### src/rtl/life_grid_reader.sv
// life_grid_reader: snapshots the LifeCell alive grid once per generation (phase 0) and streams it row by row.
// Latency: first row valid one cycle after the phase-0 capture; one row per accepted beat thereafter.
// Backpressure: beat held stable until accepted; a capture point that arrives mid-stream is skipped and flagged in overrun.
module life_grid_reader #(
    parameter  int ROWS       = 8,
    parameter  int COLS       = 8,
    parameter  int GEN_CYCLES = 8,
    parameter  int GEN_W      = 16,
    localparam int ROW_W      = (ROWS > 1) ? $clog2(ROWS) : 1,
    localparam int POP_W      = $clog2(ROWS * COLS + 1),
    localparam int PH_W       = (GEN_CYCLES > 1) ? $clog2(GEN_CYCLES) : 1
) (
    input  logic                   clk,
    input  logic                   nrst,
    input  logic [ROWS*COLS-1:0]   cells_alive,
    output logic [COLS-1:0]        out_data,
    output logic [ROW_W-1:0]       out_row,
    output logic [GEN_W-1:0]       out_gen,
    output logic                   out_valid,
    input  logic                   out_ready,
    output logic                   out_last,
    output logic [POP_W-1:0]       pop_count,
    output logic                   overrun
);

    typedef enum logic {
        ST_IDLE   = 1'b0,
        ST_STREAM = 1'b1
    } state_t;

    state_t                 state_q,   state_d;
    logic [PH_W-1:0]        phase_q,   phase_d;
    logic [GEN_W-1:0]       gen_q,     gen_d;
    logic                   seeded_q,  seeded_d;
    logic [ROWS*COLS-1:0]   snap_q,    snap_d;
    logic [ROW_W-1:0]       row_q,     row_d;
    logic [GEN_W-1:0]       out_gen_q, out_gen_d;
    logic [POP_W-1:0]       acc_q,     acc_d;
    logic [POP_W-1:0]       pop_q,     pop_d;
    logic                   overrun_q, overrun_d;

    logic                   capture;
    logic                   accept;
    logic                   last_row;
    logic [COLS-1:0]        row_dat;
    logic [POP_W-1:0]       row_pop;

    function automatic logic [POP_W-1:0] popcount_row(input logic [COLS-1:0] v);
        logic [POP_W-1:0] n;
        n = '0;
        for (int i = 0; i < COLS; i++) begin
            n = n + POP_W'(v[i]);
        end
        return n;
    endfunction

    // Row selection, capture/accept strobes and the row's population
    always_comb begin
        row_dat  = snap_q[int'(row_q) * COLS +: COLS];
        row_pop  = popcount_row(row_dat);
        capture  = (phase_q == '0);
        accept   = (state_q == ST_STREAM) && out_ready;
        last_row = (row_q == ROW_W'(ROWS - 1));
    end

    // Phase counter runs in lock-step with the cell FSM; generation counts captures after the seed
    always_comb begin
        phase_d  = (phase_q == PH_W'(GEN_CYCLES - 1)) ? '0 : phase_q + 1'b1;
        gen_d    = gen_q;
        seeded_d = seeded_q;
        if (capture) begin
            seeded_d = 1'b1;
            if (seeded_q) begin
                gen_d = gen_q + 1'b1;
            end
        end
    end

    // Stream FSM: capture in IDLE, walk the rows on accepted beats, publish population at the end
    always_comb begin
        state_d   = state_q;
        snap_d    = snap_q;
        row_d     = row_q;
        out_gen_d = out_gen_q;
        acc_d     = acc_q;
        pop_d     = pop_q;
        overrun_d = overrun_q;
        case (state_q)
            ST_IDLE: begin
                if (capture) begin
                    snap_d    = cells_alive;
                    out_gen_d = gen_d;
                    row_d     = '0;
                    acc_d     = '0;
                    state_d   = ST_STREAM;
                end
            end
            ST_STREAM: begin
                // A generation arriving while the previous one is still draining is dropped
                if (capture) begin
                    overrun_d = 1'b1;
                end
                if (accept) begin
                    if (last_row) begin
                        pop_d   = acc_q + row_pop;
                        acc_d   = '0;
                        row_d   = '0;
                        state_d = ST_IDLE;
                    end else begin
                        acc_d = acc_q + row_pop;
                        row_d = row_q + 1'b1;
                    end
                end
            end
            default: begin
                state_d = ST_IDLE;
            end
        endcase
    end

    // State registers with synchronous active-low reset
    always_ff @(posedge clk) begin
        if (!nrst) begin
            state_q   <= ST_IDLE;
            phase_q   <= '0;
            gen_q     <= '0;
            seeded_q  <= 1'b0;
            snap_q    <= '0;
            row_q     <= '0;
            out_gen_q <= '0;
            acc_q     <= '0;
            pop_q     <= '0;
            overrun_q <= 1'b0;
        end else begin
            state_q   <= state_d;
            phase_q   <= phase_d;
            gen_q     <= gen_d;
            seeded_q  <= seeded_d;
            snap_q    <= snap_d;
            row_q     <= row_d;
            out_gen_q <= out_gen_d;
            acc_q     <= acc_d;
            pop_q     <= pop_d;
            overrun_q <= overrun_d;
        end
    end

    // Output mapping
    always_comb begin
        out_valid = (state_q == ST_STREAM);
        out_last  = (state_q == ST_STREAM) && last_row;
        out_data  = row_dat;
        out_row   = row_q;
        out_gen   = out_gen_q;
        pop_count = pop_q;
        overrun   = overrun_q;
    end

endmodule

### config.mk
export PLATFORM = sky130hd
export DESIGN_NAME = life_grid_reader
export DESIGN_NICKNAME = d
export VERILOG_FILES = /design/src/rtl/life_grid_reader.sv
export SDC_FILE = /design/constraint.sdc
export NUM_CORES = 1
export LEC_CHECK = 0
export CORE_AREA = 2 2 120 93
export DETAILED_ROUTE_END_ITERATION = 12
export DIE_AREA = 0 0 122 95
export PLACE_DENSITY = 0.77
export SETUP_SLACK_MARGIN = 0.2
export SYNTH_ARGS = -nofsm -noshare
export SYNTH_HDL_FRONTEND = slang
export SYNTH_SLANG_ARGS = --single-unit
export TNS_END_PERCENT = 100
### constraint.sdc
create_clock -name clk -period 8.8 [get_ports clk]
set_input_delay 2.2 -clock clk [delete_from_list [all_inputs] [get_ports clk]]
set_output_delay 2.2 -clock clk [all_outputs]
set_load 0.02 [all_outputs]
# == Word level (Yosys, flattened, before mapping) ==
# Index checks and enable logic that the tools add are counted.
# word_totals
ff_bits,119
input_bits,67
output_inout_bits,37
word_cells,50
# classes
add_sub_neg,11
n_eq_ne,4
shifts,1
n_mux,14
n_bitwise,2
n_reduce_logical,8
# ops
cell,count
$shiftx A64 B7 Y8,1
$mux W16,2
$mux W7,3
$add A16 B1 Y16 const B,1
$pmux W7 S2,1
$mux W3,3
$add A6 B1 Y7,1
$add A7 B1 Y7,1
$add A7 B7 Y7,1
$add A3 B1 Y3 const B,2
$add A5 B1 Y6,1
$eq A3 B3 Y1 const B,2
$pmux W3 S2,1
$reduce_and A2 Y1,3
$add A4 B1 Y5,1
$add A3 B1 Y4,1
$add A2 B1 Y3,1
$logic_not A3 Y1,1
$mux W1,3
$reduce_and A3 Y1,1
$add A1 B1 Y2,1
$logic_and A1 B1 Y1,2
$ne A2 B1 Y1 const B,1
$ne A2 B2 Y1 const B,1
other kinds (3),4

# == Depth between registers and ports, before layout ==
# depth
word_depth,12
ltp_mapped,16
ltp_nobuf,15

# == Worst setup path before layout ==
# OpenSTA, ideal clock, no wires.
# synth_path
path_type,register -> register
from,reg row_q[0] (netlist: out_row[0])
to,reg pop_q[4] (netlist: pop_count[4])
setup_time_ns,0.062
arrival_time_ns,4.679
required_time_ns,8.738
slack_ns,4.059
path_stages_with_launch,17
path_buffers,2
period_less_slack_ns,4.741
cell_sequence,dfxtp_1 -> buf_2 -> buf_2 -> mux4_2 -> mux2i_1 -> fa_1 -> inv_1 -> fa_1 -> fa_1 -> inv_1 -> fa_1 -> inv_1 -> fa_1 -> a21o_1 -> a21oi_1 -> or4_1 -> nand3_1
# synth_between
elab_chain_cells,9
elab_cells_between_ends,11
cone_classes,add/sub (8); eq/ne (1); shift (1); reduce/logical (1)
# synth_lines
element,line,text
from (decl),36,"logic [ROW_W-1:0] row_q, row_d;"
from (signal assigned),140,row_q <= row_d;
$shiftx A64 B7 Y8,59,row_dat = snap_q[int'(row_q) * COLS +: COLS];
$add A1 B1 Y2,52,n = n + POP_W'(v[i]);
$add A2 B1 Y3,52,
$add A3 B1 Y4,52,
$add A4 B1 Y5,52,
$add A5 B1 Y6,52,
$add A6 B1 Y7,52,
$add A7 B1 Y7,52,
$add A7 B7 Y7,105,pop_d = acc_q + row_pop;
to (signal assigned),143,pop_q <= pop_d;
to (decl),39,"logic [POP_W-1:0] pop_q, pop_d;"
# Several ways; a longest one is shown, not always the timed one.
# A chain may end at the register's enable or synchronous reset.

# == Final worst setup path ==
# layout_path
from,reg row_q[0] (netlist: out_row[0])
to,out out_data[0]
# layout_between
elab_chain_cells,1
# layout_lines
element,line,text
$shiftx A64 B7 Y8,59,
to (decl),16,"output logic [COLS-1:0] out_data,"
# Every way passes these cells.

==> impl_metrics.py <==
metrics = {
    "timing": {
        "setup_tns_ps": 0,
        "worst_slew_pin_slew_ps": 1220,
        "slew_violations": 0,
        "max_freq_ghz": 0.187,
        "rsz0062_at_grt": "false",
        "min_period_ps": 5340,
        "hold_viol_final": 0,
        "clock_skew_ps": 5.90,
        "finalSetupViolations": 0,
        "slew_headroom_pct": 18.4,
        "period_share_pct": 60.7,
        "fin_ws_ps": 3460,
    },
    "grt": {
        "grt_max_degree": 98,
        "grt_pass1_wl_mm": 20.5,
        "grt_use_total_pct": 23.1,
        "overflow": 0,
        "first_global_vias": 4221,
        "antenna_found_initial": 0,
    },
    "cts": {
        "cts_sinks": 119,
        "clkSlewWorstSetupHoldPaths_ps": 60,
        "worstSkewPairLatency_ps": 420,
        "cts_setup_buffers": 0,
        "htreeDepth": 4,
        "clockRootBuffer": "clkbuf_16",
        "cts_buffers": 17,
        "clock_path_buffers": 2,
        "ctsResizeCount": 0,
        "postCtsHoldBufs": 0,
        "cts_tree": "yes",
    },
    "detailed_routing": {
        "postRouteAntennaNets": 0,
        "vias": 4428,
        "wire_per_inst_um": 15.9,
        "drt_wl_total_mm": 13.0,
        "drc": 0,
        "drtPass1Iterations": 5,
        "viasPerCell": 5.41,
        "drtIter0Drc": 402,
    },
    "yosys": {
        "syn_area_per_cell_sq_um": 8.83,
        "yosysWarnings": 0,
        "async_reset_ff_share_pct": 0,
        "netlist_area_sq_mm": 0.00511,
        "ys_ff_latch": 119,
        "synth-edff-count": 0,
        "synth-main-ff-cell": "dfxtp_1",
        "syn_inst": 579,
        "synth_seq_area_share_pct": 46.6,
        "synth.distinct_cells": 44,
        "synth_nets": 663,
    },
    "pwr": {
        "ir_worst_vdd_mv": 0.161,
        "leakagePower_nw": 2.54,
        "powerDensity_mw_per_mm2": 228,
    },
    "critical_path": {
        "critPathKind": "reg -> out",
        "crit_fanout": 20,
        "worstPathArrival_ps": 3140,
        "start_kind": "flop",
        "required_ps": 6600,
        "endpoint_kind": "primary output",
    },
    "final_layout": {
        "final_cell_mix": "138 x nand2_1, 119 x dfxtp_1, 103 x clkdlybuf4s50_1",
        "seq_area_sq_mm": 0.00238,
        "final.fill_count": 854,
        "multiInputGateArea_sq_mm": 0.00254,
        "final_nets": 750,
        "area_growth_pct": 32.3,
        "drive_gt1_share_pct": 9.13,
        "antenna_cells": 0,
        "fin_cells": 819,
        "layout_commonest_cell": "nand2_1",
    },
    "die": {
        "dieWidth_um": 122,
        "io_pins": 104,
        "core_sq_mm": 0.0105,
        "start_util_pct": 48.5,
        "die-area_sq_mm": 0.0116,
        "fp.dieH_um": 95,
        "row_count": 33,
    },
    "place": {
        "port_buffers": 103,
        "dp_hpwl_mm": 8.83,
        "detailedPlace.worstSlack_ps": 3540,
        "place_congestion": 0.846,
        "place_inst": 787,
    },
    "min_path": {
        "hp-class": "reg -> reg",
    },
    "outcome": {
        "status": "finished, final reports clean",
    },
    "run": {
        "max_cap_viol_count": 0,
    },
}
cells in the mapped netlist, drive strengths merged (3+ instances only):
master	number	area, sq um
a211oi	6	45.0
a21oi	88	440
buf	7	31.3
clkbuf	30	113
dfxtp	119	2380
fa	5	100
ha	12	150
inv	14	52.6
mux2	4	45.0
mux2i	5	50.1
mux4	16	360
nand2	138	518
nand3	13	65.1
nand4	7	58.8
nor2	36	135
nor3	6	30.0
nor3b	3	22.5
nor4	4	25.0
o2111ai	4	35.0
o21ai	15	75.1
or3	3	18.8
or4	3	26.3
xnor2	11	96.3
xor2	4	35.0
state kept, by name, indices dropped and copies added, names as in the netlist, 3 cells and up:
name,cells
out_gen,16
pop_count,7
snap_q,64
acc_q,7
gen_q,16
phase_q,3
out_row,3
through the flow:
step / instance area, sq um / total power (W) / util [%] / hold slack [ps]
4_1_cts: 6760 / 0.00154 / 64.2 / 455
3_3_place_gp: 6200 / 0.000881 / 58.8 / 440
2_1_floorplan: 5110 / 0.000785 / - / 431
5_1_grt: 6760 / 0.00160 / 64.2 / 471
3_5_place_dp: 6200 / 0.000892 / 58.8 / 446
6_report: 6760 / 0.00154 / 64.2 / 455
cell type report:
type                            count  share of cell area (%)
Clock buffer                       18                    6.49
Clock inverter                     14                    1.89
Inverter                           15                   0.833
Multi-Input combinational cell    408                    37.5
Sequential cell                   119                    35.2
Tap cell                          140                    2.59
Timing Repair Buffer              105                    15.5
report_power, final:
group / internal [W] / leakage, nW / switching (W)
logic: 0.000119 / 1.30 / 0.000146
registers: 0.000585 / 0.973 / 0.0000335
clock network: 0.000396 / 0.269 / 0.000259
total: 0.00110 / 2.54 / 0.000439
logic make-up (layout without fill, tap and decap cells):
family	Yosys count	in the layout	share of synthesized area [%]
simple gates	224	224	19.3
flops	119	119	46.6
compound gates	127	127	13.8
fa+ha+maj	17	17	4.90
xor+xnor	15	15	2.57
mux	25	25	8.91
buf+inv	52	152	3.92
path summary, 6_finish.rpt:
check | end | startpoint | cells after the start | slack, ps
max | out_data[0] | out_row[0] | 4 | 3460
min | snap_q[10] | snap_q[10] | 2 | 450
max reg2reg | pop_count[4] | out_row[0] | 15 | 3570
min reg2reg | snap_q[10] | snap_q[10] | 2 | 450
metal layers:
metal,up-vias,share of wire (%),global-route usage (%)
met5,-,0,0
met4,0,1.4,8.91
met3,18,6.8,5.01
met2,140,46,36.0
met1,2090,46,31.4
li1,2180,-,-
critical path: stages (launching register included):
cell	delay [ps]
dfxtp_1	1130
mux4_2	610
mux2i_1	310
inv_1	100
clkdlybuf4s50_1	570
(Power assumes the default switching activity.)
